File: src/rtl/ex_mem.sv
// ex_mem: EX/MEM pipeline register.
//
// Carries the EX write-back and HI/LO fields into MEM. It also returns the
// madd/msub partial product and step count to EX while EX is stalled. Every
// output is a flop, so there is no combinational path from input to output.
//
// Ports
//   clk        rising-edge clock
//   rst        synchronous, active-high reset; clears every output
//   stall[5:0] pipeline stall vector; bit 3 = EX stalled, bit 4 = MEM stalled
//   flush      clears every output on the next edge, whatever stall is
//   ex_*       write-back and HI/LO fields from EX
//   hilo_i     madd/msub partial product from EX
//   cnt_i      madd/msub step count from EX
//   mem_*      registered write-back and HI/LO fields to MEM
//   hilo_o     partial product returned to EX
//   cnt_o      step count returned to EX
module ex_mem (
    input  logic        clk,
    input  logic        rst,
    input  logic [5:0]  stall,
    input  logic        flush,

    input  logic [4:0]  ex_wd,
    input  logic        ex_wreg,
    input  logic [31:0] ex_wdata,
    input  logic [31:0] ex_hi,
    input  logic [31:0] ex_lo,
    input  logic        ex_whilo,
    input  logic [63:0] hilo_i,
    input  logic [1:0]  cnt_i,

    output logic [4:0]  mem_wd,
    output logic        mem_wreg,
    output logic [31:0] mem_wdata,
    output logic [31:0] mem_hi,
    output logic [31:0] mem_lo,
    output logic        mem_whilo,
    output logic [63:0] hilo_o,
    output logic [1:0]  cnt_o
);

    logic [4:0]  mem_wd_d,    mem_wd_q;
    logic        mem_wreg_d,  mem_wreg_q;
    logic [31:0] mem_wdata_d, mem_wdata_q;
    logic [31:0] mem_hi_d,    mem_hi_q;
    logic [31:0] mem_lo_d,    mem_lo_q;
    logic        mem_whilo_d, mem_whilo_q;
    logic [63:0] hilo_d,      hilo_q;
    logic [1:0]  cnt_d,       cnt_q;

    // Only the EX and MEM stall bits matter to this stage.
    logic unused_stall;
    assign unused_stall = ^{stall[5], stall[2:0]};

    always_comb begin
        mem_wd_d    = mem_wd_q;
        mem_wreg_d  = mem_wreg_q;
        mem_wdata_d = mem_wdata_q;
        mem_hi_d    = mem_hi_q;
        mem_lo_d    = mem_lo_q;
        mem_whilo_d = mem_whilo_q;
        hilo_d      = hilo_q;
        cnt_d       = cnt_q;

        if (rst || flush) begin
            mem_wd_d    = '0;
            mem_wreg_d  = 1'b0;
            mem_wdata_d = '0;
            mem_hi_d    = '0;
            mem_lo_d    = '0;
            mem_whilo_d = 1'b0;
            hilo_d      = '0;
            cnt_d       = '0;
        end else begin
            case ({stall[4], stall[3]})
                2'b00: begin
                    // Advance: pass EX forward and end any accumulation.
                    mem_wd_d    = ex_wd;
                    mem_wreg_d  = ex_wreg;
                    mem_wdata_d = ex_wdata;
                    mem_hi_d    = ex_hi;
                    mem_lo_d    = ex_lo;
                    mem_whilo_d = ex_whilo;
                    hilo_d      = '0;
                    cnt_d       = '0;
                end
                2'b01: begin
                    // Bubble: send a NOP to MEM, keep accumulating.
                    mem_wd_d    = '0;
                    mem_wreg_d  = 1'b0;
                    mem_wdata_d = '0;
                    mem_hi_d    = '0;
                    mem_lo_d    = '0;
                    mem_whilo_d = 1'b0;
                    hilo_d      = hilo_i;
                    cnt_d       = cnt_i;
                end
                2'b11: begin
                    // Hold: MEM fields keep their values, keep accumulating.
                    hilo_d = hilo_i;
                    cnt_d  = cnt_i;
                end
                default: begin
                    // MEM stalled while EX advances: hold MEM, drop accumulation.
                    hilo_d = '0;
                    cnt_d  = '0;
                end
            endcase
        end
    end

    always_ff @(posedge clk) begin
        mem_wd_q    <= mem_wd_d;
        mem_wreg_q  <= mem_wreg_d;
        mem_wdata_q <= mem_wdata_d;
        mem_hi_q    <= mem_hi_d;
        mem_lo_q    <= mem_lo_d;
        mem_whilo_q <= mem_whilo_d;
        hilo_q      <= hilo_d;
        cnt_q       <= cnt_d;
    end

    assign mem_wd    = mem_wd_q;
    assign mem_wreg  = mem_wreg_q;
    assign mem_wdata = mem_wdata_q;
    assign mem_hi    = mem_hi_q;
    assign mem_lo    = mem_lo_q;
    assign mem_whilo = mem_whilo_q;
    assign hilo_o    = hilo_q;
    assign cnt_o     = cnt_q;

    // MEM can never be stalled while EX advances; flag it when it happens.
    illegal_stall_a : assert property (
        @(posedge clk) disable iff (rst || flush) !(stall[4] && !stall[3])
    ) else $warning("ex_mem: illegal stall combination, MEM stalled while EX advances");

endmodule

File: config.mk
export PLATFORM = sky130hd
export DESIGN_NAME = ex_mem
export DESIGN_NICKNAME = d
export VERILOG_FILES = /design/src/rtl/ex_mem.sv
export SDC_FILE = /design/constraint.sdc
export NUM_CORES = 1
export LEC_CHECK = 0
export CAP_MARGIN = 40
export CORE_AREA = 3 3 134 136
export CTS_BUF_LIST = sky130_fd_sc_hd__clkbuf_8 sky130_fd_sc_hd__clkbuf_16
export CTS_CLUSTER_DIAMETER = 40
export DETAILED_ROUTE_END_ITERATION = 12
export DIE_AREA = 0 0 137 139
export GPL_ROUTABILITY_DRIVEN = 0
export PLACE_DENSITY = 0.87
export SYNTH_ARGS = -nofsm -noshare
export SYNTH_HDL_FRONTEND = slang
export SYNTH_SLANG_ARGS = --single-unit
File: constraint.sdc
create_clock -name clk -period 3 [get_ports clk]
set_input_delay 0.75 -clock clk [delete_from_list [all_inputs] [get_ports clk]]
set_output_delay 0.75 -clock clk [all_outputs]
set_load 0.03 [all_outputs]
# ---- After elaboration in Yosys (flattened, before gate mapping)
# Index checks and enable logic that the tools add are counted.
dict set report op_classes {
  n_eq_ne 2
  n_mux 6
  n_bitwise 1
  n_reduce_logical 5
}
# operator count
set op_table {}
lappend op_table {{$pmux 32 s2} 3}
lappend op_table {{$pmux 5 s2} 1}
lappend op_table {{$pmux 1 s2} 2}
lappend op_table {{$reduce_or 2->1} 2}
lappend op_table {{$eq 2x1->1 const B} 1}
lappend op_table {{$eq 2x2->1 const B} 1}
lappend op_table {{$logic_not 2->1} 1}
lappend op_table {{$reduce_bool 2->1} 1}
lappend op_table {{$logic_or 1x1->1} 1}
lappend op_table {{$not 1->1} 1}
dict set report word_totals {
  register_bits 169
  out_inout_bits 169
  wordCells 22
}

# ---- Longest topological paths before layout
dict set report depth {
  depth_word 4
  ltp_mapped 6
}

# ---- Least setup slack after synthesis
# OpenSTA, ideal clock, no wires.
dict set report synth_timing {
  kind {input to register}
  startpoint {in stall[4]}
  endpoint {reg mem_wdata_q[14] (netlist: mem_wdata[14])}
  setup_time_ns 0.070
  arrival_time_ns 1.555
  required_ns 2.930
  slack_ns 1.374
  cell_stages 5
  cell_sequence {buf_6 -> buf_6 -> buf_6 -> or3b_1 -> a21oi_1}
}
dict set report synth_via {
  elab_chain_cells 2
  word_cells_on_any_way 4
}
# element line
set synth_rtl {}
lappend synth_rtl {{start, declared} 21} ;# input logic [5:0] stall,
lappend synth_rtl {{$eq 2x1->1 or $logic_not 2->1 (tied branches)} 76} ;# case ({stall[4], stall[3]})
lappend synth_rtl {{$pmux 32 s2 or $reduce_bool 2->1 (tied branches)} --}
lappend synth_rtl {{end signal, assigned} 116} ;# mem_wdata_q <= mem_wdata_d;
lappend synth_rtl {{end, declared} 45} ;# logic [31:0] mem_wdata_d, mem_wdata_q;
# Parallel ways exist; a longest one is shown, timed or not.
# A chain may end at the register's enable or synchronous reset.

# ---- Worst setup path after layout
dict set report layout_timing {
  startpoint {reg mem_wdata_q[17] (netlist: mem_wdata[17])}
  endpoint {out mem_wdata[17]}
}
# element line
set layout_rtl {}
lappend layout_rtl {{end, declared} 35} ;# output logic [31:0] mem_wdata,
# No word-level cell between the ends.

==> run summary <==
endpoint arrival time on the critical path: 1470 ps
number of max-slew violations in the final report: 0
sequential fraction of design power: 45.9%
cell family contributing the most delay on the critical path: buffers and inverters
commonest cells after routing, fill and taps aside: sky130_fd_sc_hd__clkdlybuf4s50_1 (340), sky130_fd_sc_hd__dfxtp_1 (169), sky130_fd_sc_hd__nand2_1 (103), sky130_fd_sc_hd__a21oi_1 (103), sky130_fd_sc_hd__or3b_1 (76)
path type of the worst min-delay path: register to register
Placed Instances: 1121
worst slew slack as a fraction of its limit: 48.81%
shortest clock period the worst path allows after layout: 2221 ps
fmax: 450.3 MHz
slowest stage cell, crit path: sky130_fd_sc_hd__clkdlybuf4s50_1
combined buffer and inverter count along the critical path: 1
setup repair after global routing missed its margin: false
row count: 48
post-place instance area: 9413 um^2
delay of the slowest cell on the worst path: 720 ps
maximum clock skew at final layout: 0 ps
internal reg-to-reg setup slack: 2360 ps
buffers inserted by post-CTS timing repair: 0
Min-Delay Startpoint: mem_wdata[19]
P per Cell Area: 505.1 nW/um^2
die extent in x: 137 um
leftover overflow at the end of global routing: 0
routed length per instance: 15.46 um
Post-CTS Hold Fix Bufs: 0
starting density of the core: 34.82%
post_cts resized: 0
Chip Height: 139 um
Worst setup SP type: register
initial antenna violation count: 0
endpoint class of the critical path: output port
top-area cell type share of the netlist area: 56.96%
setup total negative slack: 0 ps
Routed Wire Length: 17830 um
first element of the critical path: mem_wdata[17]
path depth of the worst reg2reg path: 2
part of the Yosys area used for sequential elements: 56.96%
final clock period utilization by the worst path: 74.02%
worst hold slack: 449.6 ps
final cell count without fillers: 1153
per-instance average area after synthesis: 9.801 um^2
clock sink count: 169
Synth cell types: 13
Net Sw Frac: 25.71%
critical register-to-register path endpoint: mem_wdata[25]
hold path cells: 2
critical path cell sequence: clkdlybuf4s50_1
Root Buffer Master: sky130_fd_sc_hd__clkbuf_16
WP data required: 2250 ps
pin count of the biggest net entering global routing: 170
#FFs+latches synth: 169
Power, Total: 5.038 mW
Syn Nets: 784
combinational fraction of design power: 12.5%
gate count after technology mapping: 606
mapped cell area: 5939 um^2
clk slew on worst S/H paths: 70 ps
commonest non-fill, non-tap cell in the layout: sky130_fd_sc_hd__clkdlybuf4s50_1
final hold violation count: 0
largest fanout on the critical path: 2
total I/O pin count: 347
Least-Margin Pin Slew: 767.9 ps
Power Internal: 3.743 mW
post-detailed-placement half-perimeter wirelength: 12450 um
global-route total usage across every layer: 18.10%
Std-Cell Core Area: 17060 um^2
biggest area consumer among synthesized cells: sky130_fd_sc_hd__dfxtp_1
Port Buffer Count: 342
layout cell share with drive strength beyond 1: 7.543%
residual antenna-violating net count after detailed routing: 0
worst ir drop on vdd: 0.0003520 V
cell depth of the worst setup path: 1
Worst Setup Path Type: register to output port
DRC violation count after routing: 0
result of the run: completed
warning count from the yosys run: 0
first-pass GRT wire length: 27540 um
clock group share of total power: 41.6%
net switching power of the design: 1.295 mW
number of nets in the layout: 1093
Worst Hold End: mem_wdata[19]
synth-to-layout area growth: 67.94%
max-capacitance violation count: 0
First DRT Iteration DRCs: 207
number of setup violations in the final report: 0
clock latency on the worst-skew pair: 410 ps
level count of the clock H-tree: 4
TritonCTS clock tree: done
final cell area excluding filler cells: 9975 um^2
leakage power: 3.742 nW
ratio of routed vias to standard cells: 4.652
detailed-routing iteration count for the pre-antenna-repair pass: 4
detailed-route via count: 5364
CTS buffer count: 17
clk buf depth: 2
number of global-route vias before repair: 5268
Total Die Area: 19040 um^2
number of antenna cells inserted: 0
leading post-synthesis cells by cell area: sky130_fd_sc_hd__dfxtp_1 (57%), sky130_fd_sc_hd__or3b_1 (11%), sky130_fd_sc_hd__a21oi_1 (8.7%), sky130_fd_sc_hd__and3_1 (7.0%), sky130_fd_sc_hd__nand2_1 (6.5%)
worst flop-to-flop path startpoint: mem_wdata[25]
## tightest hold or removal path: cells and delay by family, from the launching register on
family	cells	cell delay (ps)
AOI/OAI and AO/OA	1	50
DFF	1	310
and+or+nand+nor	1	50
## stage by stage
stage / worst slack, ps / utilization (%)
2_1_floorplan: 1374 / -
3_3_place_gp: 912.7 / 55.19
3_5_place_dp: 885.1 / 55.19
4_1_cts: 744.8 / 58.48
5_1_grt: 718.2 / 58.48
6_report: 779.4 / 58.48
## cells by family (layout without fill, tap and decap cells)
kind of cell | after synthesis | after routing | share of synthesized area, %
AO/OA/AOI/OAI | 103 | 103 | 8.679
buffers and inverters | 60 | 382 | 5.540
AND/OR/NAND/NOR | 274 | 274 | 28.82
flip-flops | 169 | 169 | 56.96
## sequential cells by signal, summed over array words and instances (netlist names)
signal	flops
mem_hi	32
mem_wdata	32
mem_wreg	1
mem_whilo	1
mem_wd	5
cnt_o	2
mem_lo	32
hilo_o	64
## synth_stat cells
library cell and n:
sky130_fd_sc_hd__dfxtp_1 169, sky130_fd_sc_hd__a21oi_1 103, sky130_fd_sc_hd__nand2_1 103, sky130_fd_sc_hd__or3b_1 76
sky130_fd_sc_hd__and3_1 66, sky130_fd_sc_hd__or3b_2 27, sky130_fd_sc_hd__clkbuf_1 25, sky130_fd_sc_hd__buf_2 18
sky130_fd_sc_hd__buf_6 10, sky130_fd_sc_hd__clkbuf_2 5, sky130_fd_sc_hd__buf_1 2, sky130_fd_sc_hd__nor2_1 1
sky130_fd_sc_hd__or2_1 1
## how the worst max path moves through the flow
stage / end / slack, ps
after floorplan: mem_wdata[14] / 1370
after global placement: mem_lo[21] / 910
after detailed placement: mem_lo[18] / 890
after CTS: mem_lo[11] / 740
after global routing: hilo_o[44] / 720
final: mem_wdata[17] / 780
## per-layer routing
metal / vias up / track usage [%] / wire [um]
li1: 2690 / - / -
met1: 2455 / 21.11 / 7164
met2: 186 / 30.42 / 8772
met3: 33 / 5.951 / 1422
met4: 0 / 7.248 / 472
met5: - / 0 / 0
## power groups by stage
stage	Clock [mW]	Sequential, mW	Combinational [mW]
2_1_floorplan	0	2.47	0.180
3_5_place_dp	0	2.37	0.628
4_1_cts	2.15	2.31	0.631
6_report	2.10	2.31	0.628
3_3_place_gp	0	2.36	0.620
5_1_grt	2.24	2.32	0.670
## cell type report
cell class	instances	area (um^2)
flip-flops and latches	169	3383
fillers	1442	7082
well taps	225	281.5
repair buffers	350	3516
clock buffers	17	425.4
multi-input cells	377	2232
clock inverters	15	136.4
Note: power is estimated with default switching activity, not from simulation.
